--- src/rtl/mult_datapath_if.sv ---
// Command/status bundle between the shift-add multiplier Control FSM and its datapath.
//
// Handshake: there is no valid/ready pair. Load, Ad and Sh are single-cycle
// level commands that the datapath acts on at every rising clock edge where
// they are high, with priority Load > {Ad, Sh}. Mcand is sampled on every edge
// where Ad is high, and Mplier only on Load. M, K and Product are driven from
// registers only, so Control can read them in the same cycle it decides its
// next command without creating a combinational loop.
interface mult_datapath_if #(
    parameter int N = 4
);
    localparam int CW = (N > 1) ? $clog2(N) : 1;

    // Control -> datapath commands and operands
    logic             Load;
    logic             Ad;
    logic             Sh;
    logic [N-1:0]     Mcand;
    logic [N-1:0]     Mplier;

    // Datapath -> Control status and result
    logic             M;
    logic             K;
    logic [2*N-1:0]   Product;

    // Observation of the internal state: the full accumulator including the
    // carry bit, and the step counter
    logic [2*N:0]     dbg_acc;
    logic [CW-1:0]    dbg_cnt;

    modport master (
        output Load, Ad, Sh, Mcand, Mplier,
        input  M, K, Product, dbg_acc, dbg_cnt
    );

    modport slave (
        input  Load, Ad, Sh, Mcand, Mplier,
        output M, K, Product, dbg_acc, dbg_cnt
    );
endinterface

--- src/rtl/mult_datapath.sv ---
// Shift-add multiplier datapath: a (2N+1)-bit accumulator/multiplier register,
// an (N+1)-bit adder that keeps the carry, and a step counter. It executes the
// Load/Ad/Sh commands of the Control FSM and reports M (current multiplier
// bit) and K (last shift pending) back to it.
module mult_datapath #(
    parameter int N = 4
) (
    input  logic Clk,
    input  logic Rst,
    mult_datapath_if.slave bus
);
    localparam int CW = (N > 1) ? $clog2(N) : 1;
    localparam int AW = 2 * N + 1;

    // ACC[2N:N] is the partial-product upper part A (carry in bit 2N),
    // ACC[N-1:0] is Q, the multiplier bits still to be consumed.
    logic [AW-1:0] acc_q;
    logic [AW-1:0] acc_d;
    logic [CW-1:0] cnt_q;
    logic [CW-1:0] cnt_d;

    logic          cnt_last;
    logic [N:0]    sum;
    logic [AW-1:0] acc_added;

    // K is also the wrap point for the counter, so non-power-of-two N still
    // counts exactly N shifts per multiply.
    assign cnt_last = (cnt_q == CW'(N - 1));

    // Adder: upper N bits of the accumulator plus the multiplicand, carry kept.
    assign sum = {1'b0, acc_q[2*N-1:N]} + {1'b0, bus.Mcand};

    // Accumulator after an optional add; a fused Ad+Sh shifts this value, so
    // the one-edge and two-edge sequences give the same result.
    assign acc_added = bus.Ad ? {sum, acc_q[N-1:0]} : acc_q;

    // Next-state selection: Load beats Ad/Sh; with no command everything holds.
    always_comb begin
        acc_d = acc_q;
        cnt_d = cnt_q;
        if (bus.Load) begin
            acc_d = {{(N + 1){1'b0}}, bus.Mplier};
            cnt_d = '0;
        end else if (bus.Sh) begin
            acc_d = acc_added >> 1;
            cnt_d = cnt_last ? '0 : cnt_q + CW'(1);
        end else begin
            acc_d = acc_added;
        end
    end

    // State registers; reset dominates every command.
    always_ff @(posedge Clk) begin
        if (Rst) begin
            acc_q <= '0;
            cnt_q <= '0;
        end else begin
            acc_q <= acc_d;
            cnt_q <= cnt_d;
        end
    end

    // Outputs come straight from the registers.
    assign bus.M       = acc_q[0];
    assign bus.K       = cnt_last;
    assign bus.Product = acc_q[2*N-1:0];
    assign bus.dbg_acc = acc_q;
    assign bus.dbg_cnt = cnt_q;
endmodule

--- src/flat_wrapper.sv ---
// flat-port wrapper written by rule: the top's interface ports become plain ports
module mult_datapath_flat 
#(
    parameter int N = 4
)
  (Clk, Rst, bus_Load, bus_Ad, bus_Sh, bus_Mcand, bus_Mplier, bus_M, bus_K, bus_Product, bus_dbg_acc, bus_dbg_cnt);
  mult_datapath_if #(.N(N)) bus_i ();
  input  logic Clk;
  input  logic Rst;
  input wire logic [$bits(bus_i.Load)-1:0] bus_Load;
  input wire logic [$bits(bus_i.Ad)-1:0] bus_Ad;
  input wire logic [$bits(bus_i.Sh)-1:0] bus_Sh;
  input wire logic [$bits(bus_i.Mcand)-1:0] bus_Mcand;
  input wire logic [$bits(bus_i.Mplier)-1:0] bus_Mplier;
  output wire logic [$bits(bus_i.M)-1:0] bus_M;
  output wire logic [$bits(bus_i.K)-1:0] bus_K;
  output wire logic [$bits(bus_i.Product)-1:0] bus_Product;
  output wire logic [$bits(bus_i.dbg_acc)-1:0] bus_dbg_acc;
  output wire logic [$bits(bus_i.dbg_cnt)-1:0] bus_dbg_cnt;
  assign bus_i.Load = bus_Load;
  assign bus_i.Ad = bus_Ad;
  assign bus_i.Sh = bus_Sh;
  assign bus_i.Mcand = bus_Mcand;
  assign bus_i.Mplier = bus_Mplier;
  assign bus_M = bus_i.M;
  assign bus_K = bus_i.K;
  assign bus_Product = bus_i.Product;
  assign bus_dbg_acc = bus_i.dbg_acc;
  assign bus_dbg_cnt = bus_i.dbg_cnt;
  mult_datapath #(.N(N)) u_core (.Clk(Clk), .Rst(Rst), .bus(bus_i));
endmodule
--- config.mk ---
export PLATFORM = sky130hd
export DESIGN_NAME = mult_datapath_flat
export DESIGN_NICKNAME = d
export VERILOG_FILES = /design/src/rtl/mult_datapath_if.sv /design/src/rtl/mult_datapath.sv /design/src/flat_wrapper.sv
export SDC_FILE = /design/constraint.sdc
export NUM_CORES = 1
export LEC_CHECK = 0
export BUFFER_PORTS_ARGS = -buffer_cell sky130_fd_sc_hd__buf_2
export CORE_UTILIZATION = 48
export CTS_BUF_LIST = sky130_fd_sc_hd__clkbuf_16
export CTS_CLUSTER_DIAMETER = 120
export DETAILED_ROUTE_END_ITERATION = 7
export PLACE_DENSITY = 0.82
export SLEW_MARGIN = 20
export SYNTH_ARGS = -nofsm -noshare
export SYNTH_HDL_FRONTEND = slang
export SYNTH_SLANG_ARGS = --single-unit
--- constraint.sdc ---
create_clock -name Clk -period 2.6 [get_ports Clk]
set_clock_uncertainty 0.1 [all_clocks]
set_input_delay 0.13 -clock Clk [delete_from_list [all_inputs] [get_ports Clk]]
set_output_delay 0.13 -clock Clk [all_outputs]
set_load 0.01 [all_outputs]
==> results_dict.tcl <==
set metrics [dict create \
    outcome "completed" \
    die_h_um 41.1 \
    rrSetupSlack_ns 0.75 \
    area_growth_pct 18.8 \
    finalWirelength_mm 1.42 \
    setup_tns_ns 0 \
    synth_edf_count 0 \
    worst_slew_pin_slew_ns 0.298 \
    finalHoldViolCount 0 \
    critPathLaunchType "register" \
    synth.most_common_cell "buf_4" \
    synth_area_um2 732 \
    whs_endpoint "u_core.bus.dbg_acc[3]" \
    synthFlopType "dfxtp_1" \
    whs_ns 0.0115 \
    start_util_pct 53.6 \
    path_max_fanout 4 \
    hold_depth 2 \
    yosysTopAreaCell "dfxtp_1" \
    grt_usage_pct 17.9 \
    finalSetupViolCount 0 \
    end_kind "register" \
    drv_cap 0 \
    dp_hpwl_mm 1.07 \
    cts_buffers 3 \
    ios 34 \
    synth_area_per_cell_um2 8.82 \
    leakagePower_nw 0.470 \
    rows 13 \
    die_width_um 41.1 \
    drt_iter0_markers 8 \
    cts.sinks 11 \
    p_total_mw 0.554 \
    min_period_ns 1.85 \
    crit_arrival_ns 1.88 \
    clk_pin_slew_ns 0.04 \
    place.port_buffers 33 \
    ys_warn_count 0 \
    yosysSeqAreaShare_pct 30.1 \
    ys_top_cells_by_area "dfxtp_1 (30%), buf_4 (13%), ha_1 (8.5%)" \
    fin_ws_ns 0.753 \
    grt_pass1_wl_mm 1.81 \
    critical_path_class "register to register" \
    dr.pass1.iters 4 \
    relSlewSlack_pct 80.2 \
    htree_levels 1 \
    die-area_um2 1690 \
    num_vias 625 \
    fmax_ghz 0.541 \
    slew_violations 0 \
    cts-root-buf "clkbuf_16" \
    vias_per_cell 5.25 \
    place_congestion 0.729 \
    ant_nets 0 \
    post-cts-setup-buffers 0 \
    wl_per_cell_um 11.9 \
    crit-reg2reg-launch "u_core.bus.dbg_acc[4]" \
    hold_buffers 0 \
    antenna_found_initial 0 \
    synth_nets 102 \
    ir_drop_v 0.000464 \
    regToRegEndpoint "u_core.bus.dbg_acc[7]" \
    cts_tree "yes" \
    nFillCells 133 \
    final_nets 124 \
    antenna_cells 0 \
    ff2ff_path_depth 6 \
    finalCritPeriodShare_pct 71.0 \
    synthTopCellsByCount "buf_4 (13), nor2_1 (12), dfxtp_1 (11)" \
    drive_gt1_share_pct 35.6 \
    grt-ovfl-total 0 \
    synth-seq-cells 11 \
    cts_resized 0 \
    grt_pass1_vias 442 \
    drc 0 \
    power.density_nw_per_um2 637 \
    synth.distinct_cells 24 \
    dp_slack_ns 0.759 \
    rsz0062_at_grt "false" \
    cp.required_ns 2.63 \
    synthCells 83 \
    core_um2 1370 \
    holdCritStartpoint "Rst" \
    grt_max_degree 15 \
    clk_path_buf_depth 2 \
    hp-class "input pin to register" \
    ys_async_sr_fraction_pct 0 \
    yosysTopAreaCellShare_pct 30.1 \
    clock_latency_ns 0.24 \
]
==> cells by family after synthesis <==
group                      share of synthesized area [%]
buffers and inverters                               18.1
DFF                                                 30.1
adders and majority gates                           11.3
and+or+nand+nor                                     12.1
xor gates and xnor gates                            1.20
AOI/OAI and AO/OA                                   20.3
muxes                                               6.84
==> how the worst max path moves through the flow <==
stage | startpoint | end | slack (ns) | cells after the start
floorplan | u_core.bus.dbg_acc[4] | u_core.bus.dbg_acc[7] | 0.84 | 6
global route | u_core.bus.dbg_acc[4] | u_core.bus.dbg_acc[7] | 0.67 | 6
global placement | u_core.bus.dbg_acc[4] | u_core.bus.dbg_acc[7] | 0.84 | 6
detailed placement | u_core.bus.dbg_acc[4] | u_core.bus.dbg_acc[7] | 0.76 | 6
CTS | u_core.bus.dbg_acc[4] | u_core.bus.dbg_acc[7] | 0.75 | 6
finish | u_core.bus.dbg_acc[4] | u_core.bus.dbg_acc[7] | 0.75 | 6
==> area by class of cell <==
| type | count | area [um2] | area share (%) |
|---|---|---|---|
| multi-input cells | 54 | 379 | 43.6 |
| flip-flops and latches | 11 | 220 | 25.3 |
| repair buffers | 33 | 165 | 19.0 |
| clock buffers | 3 | 75.1 | 8.63 |
| well taps | 15 | 18.8 | 2.16 |
| inverters | 2 | 7.51 | 0.863 |
| clock inverters | 1 | 3.75 | 0.432 |
==> layout by cell type, fill, tap and decap left out, drive strengths merged, types with 2 or more instances in the layout <==
cell / count
buf: 33
nor2: 12
dfxtp: 11
a21oi: 7
a211oi: 7
mux2i: 5
ha: 5
inv: 3
clkbuf: 3
o21ai: 3
a21o: 2
nand2: 2
nor2b: 2
==> worst max-delay path: stages (launching register included) <==
cell and delay [ns]:
dfxtp_1 0.33, ha_1 0.23, fa_1 0.42, a21o_1 0.19, a21oi_1 0.22, a311o_1 0.20
nor2_1 0.04
==> registers in the layout, summed over array words and instances (netlist names) <==
signal              cells
u_core.bus.dbg_acc      9
u_core.bus.dbg_cnt      2
==> through the flow <==
step	instance area [um2]	cells	util (%)
CTS	870	119	63.6
floorplan	732	83	-
global route	870	119	63.6
global placement	791	115	57.9
finish	870	119	63.6
detailed placement	791	115	57.9
==> routing by layer <==
metal / vias to the layer above / wire [um] / track usage, % / share of wire (%)
met5: - / 0 / 0 / 0
met4: 0 / 23 / 10.0 / 1.6
li1: 323 / - / - / -
met2: 19 / 675 / 28.1 / 48
met1: 280 / 636 / 18.8 / 45
met3: 3 / 82 / 9.78 / 5.8
==> power by group <==
part / internal (mW) / total, mW / leakage (nW) / switching, mW
sequential: 0.178 / 0.186 / 0.0902 / 0.00798
combinational: 0.0401 / 0.0880 / 0.338 / 0.0479
clock: 0.202 / 0.280 / 0.0423 / 0.0782
total: 0.420 / 0.554 / 0.470 / 0.134
Note: power is estimated with default switching activity, not from simulation.
